**config.mk**
```make
export PLATFORM = sky130hd
export DESIGN_NAME = instr_loader
export DESIGN_NICKNAME = d
export VERILOG_FILES = /design/src/rtl/instr_loader.sv
export SDC_FILE = /design/constraint.sdc
export NUM_CORES = 1
export LEC_CHECK = 0
export ABC_AREA = 1
export CAP_MARGIN = 20
export CORE_UTILIZATION = 46
export DETAILED_ROUTE_END_ITERATION = 8
export GPL_TIMING_DRIVEN = 0
export PLACE_DENSITY = 0.68
export REMOVE_ABC_BUFFERS = 1
export SETUP_SLACK_MARGIN = 0.2
export SLEW_MARGIN = 0
export SYNTH_ARGS = -nofsm -noshare
export SYNTH_HDL_FRONTEND = slang
export SYNTH_SLANG_ARGS = --single-unit
```
**constraint.sdc**
```tcl
create_clock -name clk -period 2.5 [get_ports clk]
set_input_delay 0.5 -clock clk [delete_from_list [all_inputs] [get_ports clk]]
set_output_delay 0.5 -clock clk [all_outputs]
set_load 0.01 [all_outputs]
```
**src/rtl/instr_loader.sv**
```systemverilog
// Byte-stream instruction loader: packs little-endian bytes into 32-bit words,
// writes DEPTH words to instruction memory and keeps a wrapping checksum.
module instr_loader #(
  parameter int DEPTH  = 256,
  parameter int ADDR_W = 8
) (
  input  logic              clk,
  input  logic              rst_n,
  input  logic              start,
  input  logic              in_valid,
  input  logic [7:0]        in_byte,
  output logic              in_ready,
  output logic              load_en,
  output logic [ADDR_W-1:0] address,
  output logic [31:0]       load_inst,
  output logic              load_done,
  output logic [31:0]       checksum
);

  typedef enum logic [1:0] {
    IDLE    = 2'b00,
    COLLECT = 2'b01,
    WRITE   = 2'b10,
    DONE    = 2'b11
  } state_t;

  localparam logic [ADDR_W-1:0] LAST_IDX = ADDR_W'(DEPTH - 1);

  state_t            state_r;
  state_t            state_nx_s;
  logic              accept_s;
  logic              clear_s;
  logic [1:0]        byte_cnt_r;
  logic [ADDR_W-1:0] word_idx_r;
  logic [23:0]       asm_r;
  logic              in_ready_r;
  logic              load_en_r;
  logic              load_done_r;
  logic [ADDR_W-1:0] address_r;
  logic [31:0]       load_inst_r;
  logic [31:0]       checksum_r;

  // Next-state decode plus the byte-accept and image-clear strobes.
  always_comb begin
    state_nx_s = state_r;
    accept_s   = 1'b0;
    clear_s    = 1'b0;
    case (state_r)
      IDLE: begin
        if (start) begin
          state_nx_s = COLLECT;
          clear_s    = 1'b1;
        end else begin
          state_nx_s = IDLE;
        end
      end
      COLLECT: begin
        if (in_valid && in_ready_r) begin
          accept_s = 1'b1;
          if (byte_cnt_r == 2'd3) begin
            state_nx_s = WRITE;
          end else begin
            state_nx_s = COLLECT;
          end
        end else begin
          state_nx_s = COLLECT;
        end
      end
      WRITE: begin
        if (word_idx_r == LAST_IDX) begin
          state_nx_s = DONE;
        end else begin
          state_nx_s = COLLECT;
        end
      end
      DONE: begin
        if (start) begin
          state_nx_s = COLLECT;
          clear_s    = 1'b1;
        end else begin
          state_nx_s = DONE;
        end
      end
      default: begin
        state_nx_s = IDLE;
      end
    endcase
  end

  // State register.
  always_ff @(posedge clk or negedge rst_n) begin
    if (!rst_n) begin
      state_r <= IDLE;
    end else begin
      state_r <= state_nx_s;
    end
  end

  // Status flags are registered from the next state so they track it exactly.
  always_ff @(posedge clk or negedge rst_n) begin
    if (!rst_n) begin
      in_ready_r  <= 1'b0;
      load_en_r   <= 1'b0;
      load_done_r <= 1'b0;
    end else begin
      in_ready_r  <= (state_nx_s == COLLECT);
      load_en_r   <= (state_nx_s == WRITE);
      load_done_r <= (state_nx_s == DONE);
    end
  end

  // Word assembly, write-port registers, word index and checksum.
  always_ff @(posedge clk or negedge rst_n) begin
    if (!rst_n) begin
      byte_cnt_r  <= 2'd0;
      word_idx_r  <= '0;
      asm_r       <= 24'd0;
      address_r   <= '0;
      load_inst_r <= 32'd0;
      checksum_r  <= 32'd0;
    end else if (clear_s) begin
      byte_cnt_r <= 2'd0;
      word_idx_r <= '0;
      checksum_r <= 32'd0;
    end else if (accept_s) begin
      byte_cnt_r <= byte_cnt_r + 2'd1;
      case (byte_cnt_r)
        2'd0: asm_r[7:0]   <= in_byte;
        2'd1: asm_r[15:8]  <= in_byte;
        2'd2: asm_r[23:16] <= in_byte;
        2'd3: begin
          // Top lane bypasses the assembly register straight into the write word.
          load_inst_r <= {in_byte, asm_r};
          address_r   <= word_idx_r;
        end
        default: asm_r <= asm_r;
      endcase
    end else if (state_r == WRITE) begin
      checksum_r <= checksum_r + load_inst_r;
      if (word_idx_r != LAST_IDX) begin
        word_idx_r <= word_idx_r + ADDR_W'(1);
      end
    end
  end

  assign in_ready  = in_ready_r;
  assign load_en   = load_en_r;
  assign load_done = load_done_r;
  assign address   = address_r;
  assign load_inst = load_inst_r;
  assign checksum  = checksum_r;

endmodule

```
## After elaboration in Yosys (flattened, before gate mapping)

Index checks and enable logic that the tools add are counted.

- $lt $le $gt $ge: 0
- Reduce and logical (&&, ||, !) cells: 13
- Muxes and demuxes: 19
- $mul: 0
- Equal/unequal tests: 12
- Add/sub/neg operators: 3
- Bitwise gates (word level): 1
- Shift-type cells: 0
- Divide/modulo/power cells: 0

Operator list:

| cell | count |
|---|---|
| 2-to-1 mux 32 bit | 3 |
| adder 32 bit | 1 |
| 2-to-1 mux 8 bit | 4 |
| AND reduction 3 bit | 5 |
| equality test 2 bit (second input constant) | 6 |
| 2-to-1 mux 2 bit | 6 |
| adder 8 x 1 -> 8 bit (second input constant) | 1 |
| equality test 8 bit (second input constant) | 1 |
| inequality test 8 bit (second input constant) | 1 |
| one-hot mux 2 bit (4 select lines) | 1 |
| equality test 2 x 1 -> 1 bit (second input constant) | 3 |
| nonzero test 2 bit | 3 |
| 2-to-1 mux 1 bit | 5 |
| zero test 2 bit | 2 |
| adder 2 x 1 -> 2 bit (second input constant) | 1 |
| inequality test 2 x 1 -> 1 bit (second input constant) | 1 |
| AND reduction 2 bit | 1 |
| OR reduction 2 bit | 1 |
| logical AND 1 bit | 1 |
| NOT 1 bit | 1 |

- Output and inout bits: 75
- Word-level logic and storage cells: 60
- Flip-flop bits (word level): 111
- Memory bits (writable): 0
- Input port bits: 12
- Memories kept: 0
- Bits in latches: 0
- Bits in read-only memories: 0

## Longest topological paths before layout

- Depth in word-level cells: 5
- Mapped depth: 13
- Depth with buffers taken out: 13

## Least setup slack after synthesis

Ideal clock, no wire load.

- Path type: register to register
- From: reg load_inst_r[0], in the netlist load_inst[0]
- To: reg checksum_r[28], in the netlist checksum[28]
- Arrival time: 1.735 ns
- Buffers on the path: 0
- Setup slack: 0.647 ns
- Library setup time: 0.118 ns
- Cell stages (with the launch flop): 14
- Required time: 2.382 ns
- Period minus slack after synthesis: 1.853 ns
- Path through: dfrtp_1 ha_1 inv_1 fa_1 inv_1 nand3_1 nand3_1 nand3_1 nand3_1 nand2_1 nand2_1 nand2_1 nand3_1 nand2_1

- Word-level cells in the longest chain between the ends: 4

Ends and longest elaborated chain:

| element | line | text |
|---|---|---|
| from (decl) | 40 | `logic [31:0] load_inst_r;` |
| from (signal assigned) | 133 | `load_inst_r <= {in_byte, asm_r};` |
| adder 32 bit | 139 | `checksum_r <= checksum_r + load_inst_r;` |
| 2-to-1 mux 32 bit | 138 | `end else if (state_r == WRITE) begin` |
| 2-to-1 mux 32 bit | 125 | `end else if (accept_s) begin` |
| 2-to-1 mux 32 bit | 121 | `end else if (clear_s) begin` |
| to (signal assigned) | 139 |  |
| to (decl) | 41 | `logic [31:0] checksum_r;` |

Every way passes these cells. The select of a mux whose other input is x is not followed.
A chain may end at the register's enable or synchronous reset.

## Final worst setup path

- From: reg state_r[0]
- To: reg checksum_r[4], in the netlist checksum[4]

- Word-level cells in the longest chain between the ends: 5
- Elaborated cells between the ends (all ways): 11
- Classes of those cells: eq/ne: 4; mux: 3; reduce/logical: 4

Ends and longest elaborated chain:

| element | line | text |
|---|---|---|
| from (decl) | 29 | `state_t state_r;` |
| from (signal assigned) | 95 | `state_r <= state_nx_s;` |
| equality test 2 bit / zero test 2 bit (equally long branches) | 48 | `case (state_r)` |
| OR reduction 2 bit (no line) | - |  |
| 2-to-1 mux 1 bit | - |  |
| inequality test 2 x 1 -> 1 bit (no line) / nonzero test 2 bit (equally long branches) | - |  |
| AND reduction 2 bit (no line) | - |  |

Several ways; a longest one is shown, not always the timed one.

==> out/metrics.yaml <==
final_layout:
  final_cell_mix: "nand2_1, inv_1, dfrtp_1"
  diodes: 0
  drive_above_1_share_pct: 6.44
  syn2layout_area_growth_pct: 21.6
  layout_commonest_cell: "nand2_1"
  postLayoutCellArea_mm2: 0.00822
  n_fill_cell: 1368
  final_util_pct: 58.3
  fin_nets: 1059
  fin_cells: 1190
logic_synthesis:
  yosys_warnings: 0
  synth_area_mm2: 0.00676
  synthXorXnorAreaFrac_pct: 0.518
  yosysUniqueCellTypes: 33
  synth_seq_area_share_pct: 41.1
  synth-simple-area-share_pct: 27.7
  synth_compound_area_share_pct: 8.44
  synthCells: 916
  synthMuxAreaShare_pct: 4.99
  synth_area_leaders: "dfrtp_1, nand2_1, inv_1, ha_1, o21ai_0"
  synth_area_per_cell_um2: 7.38
  yosysTopAreaCell: "dfrtp_1"
  synthAdderAreaFrac_pct: 7.70
  synth_top_family_by_area: "simple AND/OR/NAND/NOR gates"
  yosysTopAreaCellShare_pct: 41.1
  ys_ff_latch: 111
sta:
  whs_ns: 0.106
  max_freq_mhz: 461
  finalCriticalPeriod_ns: 2.17
  rsz0062_at_grt: "false"
  slew_headroom_pct: 42.8
  worst_pin_slew_ns: 0.855
  fin_worst_skew_ns: 0.0110
  finalSetupViolations: 0
  hold_violations: 0
  finalMaxSlewViolations: 0
  period_share_pct: 86.8
die:
  dieArea_mm2: 0.0152
  core_mm2: 0.0141
  die_y_um: 123
  io_pins: 87
  start_util_pct: 48.0
  die_width_um: 123
  std_cell_rows: 43
grt:
  grt_max_degree: 40
  grt_pass1_wl_um: 28400
  grt_pass1_vias: 5625
  grtUsageTotal_pct: 24.8
  overflow: 0
  antenna_found_initial: 0
setup_path:
  worstPathRequired_ns: 2.75
  slowest_stage: "dfrtp_1"
  timing.critical_path.buf_inv: 4
  path_max_fanout: 12
  cp_num_cells: 8
  path_common_cell: "clkinvlp_4"
  worstSetupEndpointType: "register"
  cp.arrival_ns: 2.42
  critPathTopFamily: "buffers and inverters"
  cp-start-kind: "register"
  cp_cell_sequence: "inv_1 -> ha_1 -> nor2_4 -> clkinvlp_4 -> nand2_4 -> clkinvlp_4 -> buf_4 -> a32o_1"
  cp_slowest_stage_delay_ns: 0.37
  critPathKind: "reg -> reg"
  worstRegToRegCells: 8
drt:
  wirelength_um: 17300
  drcViolationCount: 0
  drt_iter0_drc: 310
  via_per_inst: 4.97
  drtAntennaViolNets: 0
  first_pass_iters: 6
  routedWlPerCell_um: 14.5
  num_vias: 5918
power_and_ir_drop:
  leakage_nw: 4.55
  vdd_drop_max_mv: 0.618
  powerDensity_mw_per_mm2: 776
  power_mw: 6.38
placed_design:
  dp.cells: 1168
  globalplace.congestion: 0.872
  dp_hpwl_um: 13100
  placed_cell_area_mm2: 0.00781
  port_buffers: 86
clock_tree:
  cts_num_sinks: 111
  clockBufferDepth: 2
  clock_latency_ns: 0.36
  cts_buffers: 9
  cts_root_buf: "clkbuf_16"
  htreeDepth: 3
  path_clk_slew_ns: 0.08
  cts_tree: "done"
flow_run:
  drv_cap: 0
min_path:
  hp-class: "in -> async"
run_status:
  outcome: "completed"
metal layers:
layer  share of wire [%]  global-route usage, %
met5                   0                      0
met4                 2.1                   7.30
met3                 5.0                   5.03
met2                  46                   39.6
met1                  47                   34.1
report_power, final:
group	internal, mW	total, mW	switching [mW]
Combinational	0.996	2.05	1.05
Clock	0.894	1.61	0.721
Sequential	2.26	2.72	0.457
registers in the layout, indices dropped and copies added (netlist names):
name / flops
asm_r: 24
load_done: 1
load_inst: 32
checksum: 32
state_r: 2
word_idx_r: 8
load_en: 1
address: 8
in_ready: 1
byte_cnt_r: 2
through the flow:
step | setup TNS (ns) | worst slack, ns
after global routing | 0 | 0.207
after CTS | 0 | 0.252
after floorplan | 0 | 0.281
final | 0 | 0.330
after global placement | -417.98 | -3.39
after detailed placement | -9.75 | -0.526
synthesized netlist by cell type:
cell type	number
a21boi_0	1
a21o_1	1
a21oi_1	35
a22o_1	1
a31oi_1	1
a32o_1	2
buf_1	1
buf_2	7
buf_6	4
clkbuf_1	5
dfrtp_1	111
fa_1	1
ha_1	40
inv_1	146
mux2_2	6
mux2_4	18
nand2_1	340
nand2_2	2
nand3_1	49
nand3_2	1
nand3b_1	2
nand4_1	6
nor2_1	53
nor2_2	1
nor2_4	2
nor3_1	7
o21ai_0	59
o21ai_1	4
o21bai_1	3
o31ai_1	1
or2_2	2
xnor2_1	1
xor2_1	3
kinds of logic after synthesis:
family	count (synthesis)
AND/OR/NAND/NOR	465
multiplexers	24
adder cells (fa/ha/maj)	41
buffers and inverters	163
XOR/XNOR	4
AO/OA/AOI/OAI	108
flip-flops	111
path summary, 6_finish.rpt:
path	endpoint	startpoint	slack [ns]
setup / recovery	checksum[4]	state_r[0]	0.33
hold / removal	load_inst[3]	rst_n	0.11
setup reg to reg	checksum[4]	state_r[0]	0.33
hold reg to reg	asm_r[3]	asm_r[3]	0.49
max in group asynchronous	checksum[22]	rst_n	1.56
min in group clk	asm_r[3]	asm_r[3]	0.49
worst register-to-register path: stages (launching register included):
cell and delay, ns:
dfrtp_1 0.37, inv_1 0.07, ha_1 0.32, nor2_4 0.27, clkinvlp_4 0.23, nand2_4 0.24
clkinvlp_4 0.13, buf_4 0.18, a32o_1 0.25
cell type report:
class | count | area [um^2] | area share, %
clock buffers | 9 | 225 | 2.74
clock inverters | 6 | 104 | 1.26
inverters | 146 | 556 | 6.75
repair inverters | 1 | 7.51 | 0.0913
well taps | 180 | 225 | 2.74
multi-input cells | 642 | 3370 | 40.9
repair buffers | 95 | 963 | 11.7
flip-flops and latches | 111 | 2780 | 33.8
timing repair:
item,in CTS,in global routing
setup endpoints to repair,25,10
hold buffers,0,0
endpoints found under the hold margin,0,0
gates cloned,1,0
resized for setup,5,4
buffers inserted,4,2
pin swaps,0,1
(Power assumes the default switching activity.)
==> RTL change, RTL diff (config.mk and constraints unchanged) <==
Set the parameter `ADDR_W` to 7 (it was 8).
--- a/src/rtl/instr_loader.sv
+++ b/src/rtl/instr_loader.sv
@@ -2,7 +2,7 @@
 // writes DEPTH words to instruction memory and keeps a wrapping checksum.
 module instr_loader #(
   parameter int DEPTH  = 256,
-  parameter int ADDR_W = 8
+  parameter int ADDR_W = 7
 ) (
   input  logic              clk,
   input  logic              rst_n,
Ports: changed (resized address); port bits go from 87 to 86. The function was not compared with the original's and may differ.
==> RTL change against the unedited design <==
Sequential cell count fell by 2; count of clock-buffer cells in the layout is 1 higher; clock skew decreased by 0.0013 ns; worst setup slack improved by 0.037 ns; critical endpoint is now checksum[24]$_DFFE_PN0P_; cell area decreased by 1.6%; synthesized area hardly changed; hold slack better by 0.080 ns; total power decreased by 3.4%; largest power group unchanged; highest routed layer unchanged; non-clock buffer count down 8; global-route usage is 0.50 points lower; clock power decreased by 11%; wire length decreased by 0.89%.
==> RTL change: results (changes against the unedited design) <==
| Metric | Value |
|---|---|
| Residual DRC count | `0 (unchanged)` |
| Top post-synthesis cells by area | `dfrtp_1 40%, nand2_1 18%, inv_1 7.7%, ha_1 7.4%, o21ai_0 4.2%` |
| Unique cell type count in the Yosys netlist | `41 (+24%)` |
| Critical path fanouts, max | `4 (-8)` |
| Drt initial violations | `277 (-11%)` |
| GRT Util Overall | `24.3% (-0.50 points)` |
| Worst Path Arrival | `2.38 ns (-0.04 ns)` |
| Post-synth top cells | `324 x nand2_1, 138 x inv_1, 109 x dfrtp_1` |
| Top delay family on crit path | `simple AND/OR/NAND/NOR gates` |
| CP max stage cell | `fa_1` |
| Ant. Diodes | `0 (unchanged)` |
| Post-synthesis xor/xnor area fraction | `0.259% (-0.26 points)` |
| Peak supply drop | `0.500 mV (-19%)` |
| Min Tclk post-route | `2.13 ns (-0.0372 ns)` |
| Postcts setup bufs | `0 (-4)` |
| Gp weighted congestion | `0.909 (+4.3%)` |
| Lkg Pwr | `0.00446 uW (-2.1%)` |
| Max stage delay on crit path | `0.41 ns (+0.04 ns)` |
| First-pass GRT wire length | `27,600 um (-2.8%)` |
| Largest net degree at the start of global routing | `57 (+43%)` |
| Post-CTS resize count | `1 (-4)` |
| Async SR Flop Fraction | `100% (unchanged)` |
| Least-Margin Pin Slew | `0.725 ns (-0.130 ns)` |
| Final cell count without fillers | `1,170 (-1.7%)` |
| Setup slack, reg-to-reg | `0.37 ns (+0.04 ns)` |
| Adder-Cell Fraction of Synth Area | `7.69% (about the same)` |
| Fraction of layout cells with a size suffix above 1 | `8.89% (+2.5 points)` |
| H-tree depth | `3 (unchanged)` |
| Dpl cell area | `7780 um^2 (-0.38%)` |
| Clock-pin slew on the worst setup and hold paths | `0.08 ns (about the same)` |
| Power density cells | `762 nW/um^2 (-1.9%)` |
| Compound-Gate Fraction of Synth Area | `8.69% (+0.26 points)` |
| Root Buffer | `clkbuf_16` |
| Gate Count Post-Synth | `901 (-1.6%)` |
| Most used DFF post-synth | `dfrtp_1` |
| Final wirelength | `17,100 um (-0.89%)` |
| Vias | `5,844 (-1.3%)` |
| Hpwl dp | `13,200 um (+0.86%)` |
| Seq/Total Area, Yosys | `40.3% (-0.75 points)` |
| Filler cell count | `1,362 (-0.44%)` |
| Vias in the first global route | `5,424 (-3.6%)` |
| Antenna violations before repair | `0 (unchanged)` |
| Post-Place Setup Slack | `-0.0155 ns (+0.511 ns)` |
| Minimum hold slack | `0.186 ns (+0.0799 ns)` |
| Post-synthesis mux area share | `4.83% (-0.17 points)` |
| CTS buffer count | `9 (unchanged)` |
| Port bufs | `85 (-1.2%)` |
| Layout Skew | `0.00973 ns (-0.00132 ns)` |
| Status | `finished clean` |
| Hold WC Path Type | `in -> async` |
| CTS Buffer Depth | `2 (unchanged)` |
| Later-pin clock latency in the skew report | `0.36 ns (about the same)` |
| Nets | `1,038 (-2.0%)` |
| Drt pass-1 iters | `6 (unchanged)` |
-- RTL change: cell types whose count changed after synthesis, moves of 3 or more --
| cell | change |
|---|---|
| nand2_2 | +13 |
| buf_2 | +3 |
| nand2_1 | -16 |
| nor2_1 | -7 |
| inv_1 | -8 |
| nand4_1 | -3 |
| clkbuf_1 | -5 |
| inv_2 | +6 |
| nor2_2 | +5 |
| nand3_1 | -8 |
| nand3_2 | +3 |
-- RTL change: power breakdown --
part	total [uW]	internal [uW]	switching, uW
logic	2030	989	1040
registers	2690	2220	474
clock network	1440	724	716
total	6160	3930	2230
-- RTL change: area by class of cell --
cell class,instances,area share (%)
multi-input cells,633,42.2
repair buffers,87,10.9
clock buffers,10,2.95
well taps,180,2.78
inverters,145,6.79
flip-flops and latches,109,33.7
clock inverters,6,0.649
-- RTL change: per-layer routing --
| metal | GRT usage, % | wire, um |
|---|---|---|
| met3 | 2.68 | 730 |
| met5 | 0 | 0 |
| met1 | 35.4 | 8400 |
| met2 | 38.2 | 7760 |
| met4 | 7.08 | 217 |
-- RTL change: worst paths after layout --
check,from,endpoint,depth (start not counted)
max in group asynchronous,rst_n,checksum[30]$_DFFE_PN0P_,2
setup / recovery,load_inst[0]$_DFFE_PN0P_,checksum[24]$_DFFE_PN0P_,13
hold / removal,rst_n,word_idx_r[3]$_DFFE_PN0P_,1
min in group clk,asm_r[12]$_DFFE_PN0P_,asm_r[12]$_DFFE_PN0P_,2
hold reg to reg,asm_r[12]$_DFFE_PN0P_,asm_r[12]$_DFFE_PN0P_,2
setup reg to reg,load_inst[0]$_DFFE_PN0P_,checksum[24]$_DFFE_PN0P_,13
-- RTL change: cell families after synthesis --
logic type	after synthesis
mux	23
simple gates	457
flops	109
compound gates	110
fa+ha+maj	41
xor+xnor	2
buf+inv	159
